**config.mk**
```make
export PLATFORM = sky130hd
export DESIGN_NAME = ctrl_fsm
export DESIGN_NICKNAME = d
export VERILOG_FILES = /design/src/rtl/ctrl_fsm.sv
export SDC_FILE = /design/constraint.sdc
export NUM_CORES = 1
export LEC_CHECK = 0
export CORE_UTILIZATION = 40
export CTS_CLUSTER_DIAMETER = 60
export DETAILED_ROUTE_END_ITERATION = 8
export PLACE_DENSITY_LB_ADDON = 0.12
export SLEW_MARGIN = 20
export SYNTH_ARGS = -nofsm -noshare
export SYNTH_HDL_FRONTEND = slang
export SYNTH_SLANG_ARGS = --single-unit
```
**constraint.sdc**
```tcl
create_clock -name clock -period 5.6 [get_ports clock]
set_clock_uncertainty 0.2 [all_clocks]
set_input_delay 1.12 -clock clock [delete_from_list [all_inputs] [get_ports clock]]
set_output_delay 1.12 -clock clock [all_outputs]
set_load 0.1 [all_outputs]
```
**src/rtl/ctrl_fsm.sv**
```systemverilog
// Instruction sequencing controller: captures an opcode, decodes it to a one-hot
// control vector and walks DECODE/EXEC/MEM/WB, producing write strobes and a retire count.
module ctrl_fsm #(
    parameter int OPCODE_W    = 5,
    parameter int CTRL_W      = 11,
    parameter int MEM_TIMEOUT = 15,
    parameter int CNT_W       = 16
) (
    input  logic                clock,
    input  logic                reset,
    input  logic                instr_valid,
    output logic                instr_ready,
    input  logic [OPCODE_W-1:0] opcode,
    input  logic                mem_done,
    output logic [CTRL_W-1:0]   ctrl,
    output logic [2:0]          state,
    output logic                rf_we,
    output logic                pc_we,
    output logic                illegal,
    output logic                mem_err,
    output logic [CNT_W-1:0]    retire_cnt
);

    // state  | meaning
    // IDLE   | ready for an opcode, ctrl cleared
    // DECODE | ctrl holds decoded vector; empty vector means illegal opcode
    // EXEC   | branches/jumps retire here; others pick MEM or WB
    // MEM    | wait for mem_done, bounded by the timeout down-counter
    // WB     | register-file write and retire
    typedef enum logic [2:0] {
        ST_IDLE   = 3'd0,
        ST_DECODE = 3'd1,
        ST_EXEC   = 3'd2,
        ST_MEM    = 3'd3,
        ST_WB     = 3'd4
    } st_t;

    localparam int WAIT_W = (MEM_TIMEOUT > 1) ? $clog2(MEM_TIMEOUT + 1) : 1;
    localparam logic [WAIT_W-1:0] WAIT_LOAD = WAIT_W'(MEM_TIMEOUT - 1);

    localparam logic [OPCODE_W-1:0] OP_ADD  = OPCODE_W'(5'h00);
    localparam logic [OPCODE_W-1:0] OP_J    = OPCODE_W'(5'h01);
    localparam logic [OPCODE_W-1:0] OP_BNE  = OPCODE_W'(5'h02);
    localparam logic [OPCODE_W-1:0] OP_JAL  = OPCODE_W'(5'h03);
    localparam logic [OPCODE_W-1:0] OP_JR   = OPCODE_W'(5'h04);
    localparam logic [OPCODE_W-1:0] OP_ADDI = OPCODE_W'(5'h05);
    localparam logic [OPCODE_W-1:0] OP_BLT  = OPCODE_W'(5'h06);
    localparam logic [OPCODE_W-1:0] OP_SW   = OPCODE_W'(5'h07);
    localparam logic [OPCODE_W-1:0] OP_LW   = OPCODE_W'(5'h08);
    localparam logic [OPCODE_W-1:0] OP_SETX = OPCODE_W'(5'h15);
    localparam logic [OPCODE_W-1:0] OP_BEX  = OPCODE_W'(5'h16);

    st_t               cur_st, nxt_st;
    logic [CTRL_W-1:0] ctrl_nxt;
    logic [WAIT_W-1:0] wait_cnt, wait_nxt;
    logic              is_lw, is_mem, is_wb;

    function automatic logic [CTRL_W-1:0] decode(input logic [OPCODE_W-1:0] op);
        logic [CTRL_W-1:0] v;
        v = '0;
        case (op)
            OP_LW:   v[0]  = 1'b1;
            OP_SW:   v[1]  = 1'b1;
            OP_ADDI: v[2]  = 1'b1;
            OP_ADD:  v[3]  = 1'b1;
            OP_J:    v[4]  = 1'b1;
            OP_BNE:  v[5]  = 1'b1;
            OP_JAL:  v[6]  = 1'b1;
            OP_JR:   v[7]  = 1'b1;
            OP_BLT:  v[8]  = 1'b1;
            OP_BEX:  v[9]  = 1'b1;
            OP_SETX: v[10] = 1'b1;
            default: v     = '0;
        endcase
        return v;
    endfunction

    // Instruction class is read straight from the held one-hot vector.
    assign is_lw  = ctrl[0];
    assign is_mem = ctrl[0] | ctrl[1];
    assign is_wb  = ctrl[2] | ctrl[3] | ctrl[6] | ctrl[10];

    assign state       = cur_st;
    assign instr_ready = (cur_st == ST_IDLE);

    always_ff @(posedge clock or negedge reset) begin
        if (!reset) begin
            cur_st     <= ST_IDLE;
            ctrl       <= '0;
            wait_cnt   <= '0;
            retire_cnt <= '0;
        end else begin
            cur_st   <= nxt_st;
            ctrl     <= ctrl_nxt;
            wait_cnt <= wait_nxt;
            if (pc_we) begin
                retire_cnt <= retire_cnt + CNT_W'(1);
            end
        end
    end

    always_comb begin
        nxt_st   = cur_st;
        ctrl_nxt = ctrl;
        wait_nxt = wait_cnt;
        rf_we    = 1'b0;
        pc_we    = 1'b0;
        illegal  = 1'b0;
        mem_err  = 1'b0;
        case (cur_st)
            ST_IDLE: begin
                ctrl_nxt = '0;
                if (instr_valid) begin
                    ctrl_nxt = decode(opcode);
                    nxt_st   = ST_DECODE;
                end
            end
            ST_DECODE: begin
                if (ctrl == '0) begin
                    illegal = 1'b1;
                    nxt_st  = ST_IDLE;
                end else begin
                    nxt_st = ST_EXEC;
                end
            end
            ST_EXEC: begin
                if (is_mem) begin
                    wait_nxt = WAIT_LOAD;
                    nxt_st   = ST_MEM;
                end else if (is_wb) begin
                    nxt_st = ST_WB;
                end else begin
                    pc_we    = 1'b1;
                    ctrl_nxt = '0;
                    nxt_st   = ST_IDLE;
                end
            end
            ST_MEM: begin
                // mem_done wins over a timeout landing in the same cycle
                if (mem_done) begin
                    if (is_lw) begin
                        nxt_st = ST_WB;
                    end else begin
                        pc_we    = 1'b1;
                        ctrl_nxt = '0;
                        nxt_st   = ST_IDLE;
                    end
                end else if (wait_cnt == '0) begin
                    mem_err  = 1'b1;
                    ctrl_nxt = '0;
                    nxt_st   = ST_IDLE;
                end else begin
                    wait_nxt = wait_cnt - WAIT_W'(1);
                end
            end
            ST_WB: begin
                rf_we    = 1'b1;
                pc_we    = 1'b1;
                ctrl_nxt = '0;
                nxt_st   = ST_IDLE;
            end
            default: begin
                ctrl_nxt = '0;
                nxt_st   = ST_IDLE;
            end
        endcase
    end

endmodule

```
== Word-level counts from Yosys, hierarchy flattened ==
Cells that the tools add are included.

* Flip-flop bits (word level): 34
* Bits of input ports: 9
* Output and inout bits: 35
* Logic and storage cells: 84

* $add $sub $neg: 2
* Eq/ne operators: 22
* Mux-type cells: 41
* Bitwise logic cells: 5
* Reduce and logical (&&, ||, !) cells: 9

{| class="wikitable"
|+ Operators by type and width
! operator !! count
|-
| two-way mux 11 bit || 6
|-
| case mux 11 bit (4 select lines) || 1
|-
| two-way mux 1 bit || 21
|-
| == test 5 x 3 -> 1 bit (second input constant) || 4
|-
| two-way mux 3 bit || 6
|-
| adder 16 x 1 -> 16 bit (second input constant) || 1
|-
| two-way mux 4 bit || 3
|-
| != test 2 bit (second input constant) || 6
|-
| case mux 3 bit (4 select lines) || 1
|-
| zero test 11 bit || 1
|-
| == test 5 x 2 -> 1 bit (second input constant) || 2
|-
| == test 5 bit (second input constant) || 2
|-
| case mux 4 bit (2 select lines) || 1
|-
| AND reduction 4 bit || 2
|-
| == test 3 x 2 -> 1 bit (second input constant) || 2
|-
| != test 3 bit (second input constant) || 2
|-
| == test 5 x 1 -> 1 bit (second input constant) || 1
|-
| == test 5 x 4 -> 1 bit (second input constant) || 1
|-
| zero test 5 bit || 1
|-
| AND reduction 5 bit || 1
|-
| zero test 4 bit || 1
|-
| OR 1 bit || 4
|-
| subtractor 4 x 1 -> 4 bit (second input constant) || 1
|-
| == test 3 x 1 -> 1 bit (second input constant) || 1
|-
| 7 further kinds || 7
|}

== Longest topological paths before layout ==
Gate-level depths: netlist of the first run.

* Word-level depth: 6
* Depth in mapped cells: 7
* Mapped depth without buffers: 7

== Least setup slack after synthesis of the first run ==
No wires, ideal clock.

* Kind: register -> output
* Start: register cur_st[0], in the netlist state[0]
* End: output port mem_err
* Arrival time: 4541 ps
* Data required time: 4280 ps
* Slack: -261 ps
* Stages on the path, launching flop included: 4
* Path buffers: 1
* Cells stage by stage: dfrtp_1 > buf_4 > nand4bb_1 > nor4b_1

* Word-level cells in the longest chain between the ends: 2

{| class="wikitable"
|+ RTL lines
! what !! RTL line !! source
|-
| from (decl) || 53 || <nowiki>st_t cur_st, nxt_st;</nowiki>
|-
| from (signal assigned) || 93 || <nowiki>cur_st <= nxt_st;</nowiki>
|-
| == test 3 x 2 -> 1 bit || 110 || <nowiki>case (cur_st)</nowiki>
|-
| two-way mux 1 bit || 110 ||
|-
| to (decl) || 20 || <nowiki>output logic mem_err,</nowiki>
|}

No other way between the ends.

== Final worst setup path of the first run ==
* Start: register cur_st[0], in the netlist state[0]
* End: output port illegal

* Word-level cells in the longest chain between the ends: 2

{| class="wikitable"
|+ RTL lines
! what !! RTL line !! source
|-
| == test 3 x 1 -> 1 bit || 110 ||
|-
| two-way mux 1 bit || 110 ||
|-
| to (decl) || 19 || <nowiki>output logic illegal,</nowiki>
|}

No other way between the ends.

==> results of run 1 <==
[power by group]
part           switching (mW)  total, mW  internal (mW)
combinational           0.189      0.261         0.0718
sequential             0.0328      0.300          0.267
clock                  0.0894      0.189         0.0992
[through the flow]
stage	power (mW)	hold slack, ns	utilization, %
2_1_floorplan	0.500	0.273	-
3_3_place_gp	0.559	0.263	53.9
3_5_place_dp	0.566	0.263	53.9
4_1_cts	0.755	0.277	56.1
5_1_grt	0.781	0.302	56.1
6_report	0.750	0.273	56.1
[registers in the layout, summed over array words and instances (netlist names)]
name,count
state,3
wait_cnt,4
retire_cnt,16
ctrl,11
[cells by family after synthesis]
family          Yosys count  share of synthesized area (%)
compound gates           24                           11.0
fa+ha+maj                 2                           1.42
mux                       2                           1.42
simple gates             71                           25.5
xor+xnor                 16                           7.94
flops                    34                           48.2
buf+inv                  13                           4.47
[final cells by class]
type | instances | area (um^2)
Fill cell | 361 | 1810
Sequential cell | 34 | 851
Multi-Input combinational cell | 115 | 841
Timing Repair Buffer | 44 | 433
Clock buffer | 7 | 86.3
Tap cell | 50 | 62.6
Inverter | 8 | 30.0
Clock inverter | 1 | 5.00
[final timing paths]
path	endpoint	slack [ns]	cells past startpoint
worst max-delay path	illegal	1.65	3
worst min-delay path	retire_cnt[15]	0.27	1
worst max register to register	retire_cnt[13]	3.46	5
worst min register to register	retire_cnt[15]	0.27	1
max in group asynchronous	retire_cnt[13]	3.84	2
min in group asynchronous	state[1]	1.04	2
[cell usage after synthesis, types with 4 or more instances]
cell | instances | area share, %
and3_1 | 4 | 1.4
dfrtp_1 | 34 | 48
inv_1 | 7 | 1.5
nand2_1 | 14 | 3.0
nand3_1 | 5 | 1.4
nand4_1 | 8 | 2.8
nor2_1 | 10 | 2.1
o2bb2ai_1 | 5 | 2.5
xnor2_1 | 15 | 7.4
[routing by layer]
metal	vias to the layer above	part of all wire [%]	track usage, %
met5	-	0	0
li1	664	-	-
met1	695	50	27.2
met2	27	46	28.3
met4	0	1.6	7.81
met3	8	2.8	4.00
[worst max-delay path, delay by kind of cell, from the launching register on]
| family | cells | cell delay [ns] |
|---|---|---|
| simple gates | 2 | 0.61 |
| buf+inv | 1 | 1.13 |
| flops | 1 | 0.59 |
==> summary.txt, run 1 <==
Global route
  • GRT overflow: 0
  • Initial antenna violation count: 0
  • Tot GR Track Use: 19.2%
  • First-pass GRT wire length: between 6000 and 7000 um
  • Vias in the first global route: 1338
  • Pin count of the biggest net entering global routing: 35

Worst setup path
  • CP arrival: about 2.6 ns
  • CP Capture Type: output port
  • Crit path cell chain: or3b_2 > nor2_1 > clkdlybuf4s50_1
  • CP max FO: 10
  • Worst Setup SP: state[0]
  • Startpoint type of the worst setup path: flip-flop
  • Critical path type: reg2out
  • RR Startpoint: state[2]
  • CP max stage cell: clkdlybuf4s50_1
  • CP max stage delay: about 1.1 ns
  • Worst Path Required: ~4.3 ns

Cells and area
  • Commonest non-fill, non-tap cells in the layout: clkdlybuf4s50_1 (41), dfrtp_1 (34), xnor2_1 (15)
  • Layout cells sized above 1: 13.9%
  • Most common cell after layout, fill and taps aside: clkdlybuf4s50_1
  • Antenna Cells: 0
  • Final cell count without fillers: approximately 260
  • Area growth from synthesis to layout: 30.9%
  • Final nets: 219
  • Fin area: around 2300 um^2

Timing
  • Setup TNS: 0 ns
  • Setup violations, final: 0
  • Final hold violation count: 0
  • Fin crit share: between 70% and 80%
  • Slew @ Worst Pin: 0.976 ns
  • Peak Freq: approximately 250 MHz
  • Fin. max-slew vios: 0
  • Rel. slew slack: a little over a third
  • Fin crit period: 3.95 ns
  • Final worst slack: approximately 1.7 ns
  • RSZ-0062 raised after global routing: no

Synthesis
  • Yosys warning count: 0
  • Synthesized flop and latch total: 34
  • Post-synthesis sequential area ratio: 48.2%
  • Synth unique cells: 50
  • Syn nets: ~170
  • EDFF count, synth: 0
  • Main synth FF type: dfrtp_1
  • Avg Inst Size Synth: around 11 um^2
  • Synth async-reset ratio: 100%
  • Syn Inst Count: 162
  • Post-Syn Area: 1760 um^2

Run status
  • Outcome: finished, final reports clean

Placement
  • DP Area: 2220 um^2
  • IO buf count: 43
  • Final GP Congestion: about 0.8
  • Post-Place Setup Slack: around 1.7 ns
  • DP HPWL: 2840 um
  • Placed cell count: between 200 and 300

Floorplan
  • DIE AREA: 4680 um^2
  • Core area: ~4100 um^2
  • Ports: 44
  • Die Ht: slightly below 70 um
  • Die Wd: between 60 and 70 um
  • Starting density of the core: 42.9%
  • Num rows: 23

Power
  • Leak: roughly 0.99 nW
  • Power per cell area: 325 nW/um^2
  • Maximum vdd ir drop: around 0.32 mV

Route
  • DR DRC count: 0
  • DR vias: between 1000 and 1500
  • DRT antenna net count: 0
  • Via-per-instance ratio: around 5.4
  • 1st-iter DRT viols: 54
  • Detailed Route WL: ~4000 um
  • Wire per inst: ~15 um
  • Drt pass-1 iters: 4

Clock network
  • Worst-path clk slew: around 0.070 ns
  • Max Root-Sink Buffers: 2
  • Post-CTS resize count: 0
  • H-tree levels: 2
  • Total CTS buffers: 5
  • Setup Buffers After CTS: 0
  • CTS Hold Bufs: 0
  • Sink Count: 34
  • CTS tree: done
  • Worst-Skew Late Latency: roughly 0.29 ns
  • Clock root buffer: clkbuf_8

Worst hold path
  • Worst Hold Class: reg2reg
  • Hold Startpoint: retire_cnt[15]

Flow run
  • MaxCap Viol Count: 0
Note: power is estimated with default switching activity, not from simulation.
==> run 2, diff against run 1 <==
==> constraint.sdc (replaced) <==
create_clock -name clock -period 3.15 [get_ports clock]
set_clock_uncertainty 0.2 [all_clocks]
set_input_delay 0.63 -clock clock [delete_from_list [all_inputs] [get_ports clock]]
set_output_delay 0.63 -clock clock [all_outputs]
set_load 0.1 [all_outputs]
==> summary.txt, run 2 (synthesized netlist as in run 1, its figures left out) <==
Cells and area
  • Max FFs per register: 16
  • Top Registers: retire_cnt (16), ctrl (11), wait_cnt (4)
  • Reg with most FFs: retire_cnt
  • Filler cells: around 370
  • Final nets: between 200 and 250
  • Area growth from synthesis to layout: 30.3%
  • Fin util: between 50% and 60%
  • Final cell count without fillers: 260
  • Most common cell after layout, fill and taps aside: buf_4
  • Layout cells sized above 1: roughly a third
  • Antenna Cells: 0
  • Commonest non-fill, non-tap cells in the layout: buf_4 (34), dfrtp_1 (33), xnor2_1 (15)

Run status
  • Outcome: finished, final reports clean

Timing
  • Final hold slack: ~0.28 ns
  • Slew @ Worst Pin: between 0.4 and 0.5 ns
  • Fin. max-slew vios: 0
  • Fin crit share: between 80% and 90%
  • Rel. slew slack: 69.8%
  • Fin crit period: approximately 2.8 ns
  • Final hold violation count: 0
  • RSZ-0062 raised after global routing: no
  • Peak Freq: 362 MHz
  • Setup violations, final: 0

Worst hold path
  • Worst Hold Class: reg2reg

Floorplan
  • Num rows: 23
  • Starting density of the core: a little over two fifths
  • Die Wd: approximately 70 um
  • Core area: slightly above 4000 um^2
  • Ports: 44
  • Die Ht: 68.4 um
  • DIE AREA: between 4000 and 5000 um^2

Worst setup path
  • CP arrival: a little under 2 ns
  • Setup crit end: mem_err
  • Worst Setup SP: mem_done
  • CP Capture Type: output port
  • CP max FO: 3
  • Worst Path Required: between 2 and 2.5 ns
  • Startpoint type of the worst setup path: input port
  • RR Startpoint: state[1]
  • R2r setup slk: ~0.95 ns
  • FF-to-FF End: retire_cnt[1]
  • FF-to-FF path depth: 5
  • Critical path type: in2out

Route
  • Via-per-instance ratio: 5.30
  • Detailed Route WL: roughly 3800 um
  • DR DRC count: 0
  • Wire per inst: 14.8 um
  • DR vias: about 1400
  • 1st-iter DRT viols: 39
  • Drt pass-1 iters: 4
  • DRT antenna net count: 0

Placement
  • DP HPWL: ~2800 um
  • Placed cell count: between 200 and 300
  • Final GP Congestion: 0.810
  • IO buf count: between 40 and 50

Global route
  • First-pass GRT wire length: around 6300 um
  • Initial antenna violation count: 0
  • GRT overflow: 0
  • Pin count of the biggest net entering global routing: 35
  • Vias in the first global route: ~1300
  • Tot GR Track Use: between 10% and 20%

Power
  • Maximum vdd ir drop: roughly 0.65 mV
  • Leak: roughly 1.1 nW
  • Power per cell area: 585 nW/um^2
  • Total power: roughly 1.3 mW

Clock network
  • Total CTS buffers: 5
  • H-tree levels: 2
  • Worst-Skew Late Latency: ~0.29 ns
  • Max Root-Sink Buffers: 2
  • Clock root buffer: clkbuf_8
  • Setup Buffers After CTS: 0
  • Worst-path clk slew: ~0.07 ns
  • CTS Hold Bufs: 0
  • Post-CTS resize count: 0
  • CTS tree: done
  • Sink Count: 34

Flow run
  • MaxCap Viol Count: 0
[run 2: worst min path at each step]
| stage | startpoint | end | slack [ns] | depth (start not counted) |
|---|---|---|---|---|
| 5_1_grt | retire_cnt[15] | retire_cnt[15] | 0.31 | 1 |
| 3_3_place_gp | retire_cnt[15] | retire_cnt[15] | 0.26 | 1 |
| 4_1_cts | retire_cnt[15] | retire_cnt[15] | 0.28 | 1 |
| 2_1_floorplan | reset | ctrl[0] | 0.13 | 0 |
| 3_5_place_dp | retire_cnt[15] | retire_cnt[15] | 0.27 | 1 |
| 6_report | retire_cnt[15] | retire_cnt[15] | 0.28 | 1 |
[run 2: critical path: stages]
cell	delay [ns]
clkdlybuf4s50_1	0.42
nand4bb_1	0.33
nor4b_4	0.33
buf_12	0.21
[run 2: area by class of cell]
type | count | area [um^2] | share of cell area (%)
Clock inverter | 2 | 12.5 | 0.544
Tap cell | 50 | 62.6 | 2.72
Sequential cell | 34 | 852 | 37.1
Inverter | 8 | 30.0 | 1.31
Timing Repair Buffer | 45 | 395 | 17.2
Multi-Input combinational cell | 115 | 863 | 37.6
Clock buffer | 6 | 82.6 | 3.59
[run 2: through the flow]
step	setup TNS [ns]	cell area [um^2]	setup WS, ns
after floorplan	-0.235	1790	-0.235
after global placement	0	2200	0.407
after detailed placement	0	2200	0.388
after CTS	0	2300	0.383
after global routing	0	2300	0.329
final	0	2300	0.385
[run 2: layer usage]
| metal | wire (um) | vias up | track usage (%) | part of all wire, % |
|---|---|---|---|---|
| met5 | 0 | - | 0 | 0 |
| met1 | 1900 | 672 | 25.8 | 49 |
| met3 | 177 | 5 | 5.83 | 4.6 |
| met4 | 55 | 0 | 6.51 | 1.4 |
| li1 | - | 676 | - | - |
| met2 | 1710 | 26 | 27.3 | 44 |
[run 2: report_power, final]
| group | switching, mW | total (mW) | internal [mW] | leakage, nW |
|---|---|---|---|---|
| Sequential | 0.0595 | 0.535 | 0.475 | 0.452 |
| Combinational | 0.341 | 0.474 | 0.133 | 0.591 |
| Clock | 0.161 | 0.336 | 0.176 | 0.0472 |
==> run 3, diff against run 2 <==
--- a/config.mk
+++ b/config.mk
@@ -8,6 +8,7 @@
 export CORE_UTILIZATION = 40
 export CTS_CLUSTER_DIAMETER = 60
 export DETAILED_ROUTE_END_ITERATION = 8
+export MAX_ROUTING_LAYER = met4
 export PLACE_DENSITY_LB_ADDON = 0.12
 export SLEW_MARGIN = 20
 export SYNTH_ARGS = -nofsm -noshare
==> summary.txt, run 3 (synthesized netlist as in run 1, its figures left out) <==
Clock network
  • Worst-Skew Late Latency: between 0.2 and 0.3 ns
  • Clock root buffer: clkbuf_8
  • Worst-path clk slew: around 0.070 ns
  • Total CTS buffers: 5
  • Post-CTS resize count: 0
  • CTS Hold Bufs: 0
  • Sink Count: 34
  • H-tree levels: 2
  • Setup Buffers After CTS: 0
  • Max Root-Sink Buffers: 2
  • CTS tree: done

Timing
  • Slew @ Worst Pin: between 0.4 and 0.5 ns
  • Final hold slack: around 0.28 ns
  • Fin crit share: between 80% and 90%
  • Rel. slew slack: a little over two thirds
  • Fin crit period: 2.76 ns
  • RSZ-0062 raised after global routing: no
  • Final worst slack: approximately 0.39 ns
  • Final hold violation count: 0
  • Setup violations, final: 0
  • Peak Freq: 362 MHz
  • Fin. max-slew vios: 0

Route
  • DRT antenna net count: 0
  • Detailed Route WL: around 3800 um
  • Drt pass-1 iters: 4
  • DR DRC count: 0
  • Wire per inst: approximately 15 um
  • Via-per-instance ratio: ~5.3
  • DR vias: roughly 1400
  • 1st-iter DRT viols: 39

Worst setup path
  • Worst Path Required: between 2 and 2.5 ns
  • Critical path type: in2out
  • CP Capture Type: output port
  • Startpoint type of the worst setup path: input port
  • CP arrival: 1.93 ns
  • CP max FO: 3

Global route
  • Initial antenna violation count: 0
  • Pin count of the biggest net entering global routing: 35
  • Grt met3 use: around 5.8%
  • First-pass GRT wire length: around 6300 um
  • GRT met1 Usage: around a quarter
  • GR peak layer: met2
  • GRT overflow: 0
  • Vias in the first global route: ~1300
  • Tot GR Track Use: between 15 and 20%
  • Grt met2 use: a little over a quarter

Placement
  • Final GP Congestion: 0.822
  • DP HPWL: between 2000 and 3000 um
  • IO buf count: 43
  • Placed cell count: 252
  • Post-Place Setup Slack: around 0.39 ns

Floorplan
  • Ports: 44
  • DIE AREA: about 4700 um^2
  • Core area: 4120 um^2
  • Die Wd: 68.4 um
  • Num rows: 23
  • Starting density of the core: a little over two fifths
  • Die Ht: roughly 68 um

Power
  • Leak: 1.09 nW
  • Maximum vdd ir drop: ~0.65 mV
  • Power per cell area: 585 nW/um^2
  • Total power: around 1.3 mW

Cells and area
  • Top Registers: retire_cnt (16), ctrl (11), wait_cnt (4)
  • Commonest non-fill, non-tap cells in the layout: buf_4 (34), dfrtp_1 (33), xnor2_1 (15)
  • Area growth from synthesis to layout: 30.3%
  • Max FFs per register: 16
  • Fin util: between 50 and 60%
  • Layout cells sized above 1: roughly a third
  • Final cell count without fillers: 260
  • Antenna Cells: 0
  • Reg with most FFs: retire_cnt
  • Filler cells: roughly 370
  • Final nets: 220
  • Most common cell after layout, fill and taps aside: buf_4

Flow run
  • MaxCap Viol Count: 0

Run status
  • Outcome: finished, final reports clean

Worst hold path
  • Worst Hold Class: reg2reg
-- run 3: layout make-up --
class	count	area (um^2)	share of cell area (%)
inverters	8	30.0	1.31
clock buffers	6	82.6	3.59
multi-input cells	115	863	37.6
clock inverters	2	12.5	0.544
well taps	50	62.6	2.72
flip-flops and latches	34	852	37.1
repair buffers	45	395	17.2
-- run 3: through the flow --
step                cell area [um^2]  setup TNS, ns
global route                    2300              0
CTS                             2300              0
finish                          2300              0
global placement                2200              0
detailed placement              2200              0
floorplan                       1790         -0.235
-- run 3: worst paths after layout --
kind                                 from        endpoint  slack [ns]  cells past startpoint
max reg2reg                      state[1]   retire_cnt[1]        0.95                      5
min in group asynchronous           reset        state[1]        0.55                      2
max in group asynchronous           reset        state[2]        1.87                      2
min reg2reg                retire_cnt[15]  retire_cnt[15]        0.28                      1
max                              mem_done         mem_err        0.39                      4
min                        retire_cnt[15]  retire_cnt[15]        0.28                      1
-- run 3: power by group --
| group | internal [mW] | switching, mW |
|---|---|---|
| Sequential | 0.475 | 0.0590 |
| Combinational | 0.133 | 0.341 |
| Clock | 0.176 | 0.161 |
| Total | 0.784 | 0.561 |
-- run 3: worst max-delay path, cell delays in order --
cell and delay, ns:
clkdlybuf4s50_1 0.42, nand4bb_1 0.33, nor4b_4 0.33, buf_12 0.21
-- run 3: routing by layer --
layer,routed length (um),vias up,share of wire [%]
met5,0,-,0
met4,57,0,1.5
met3,169,5,4.4
met2,1720,26,45
met1,1880,672,49
li1,-,675,-
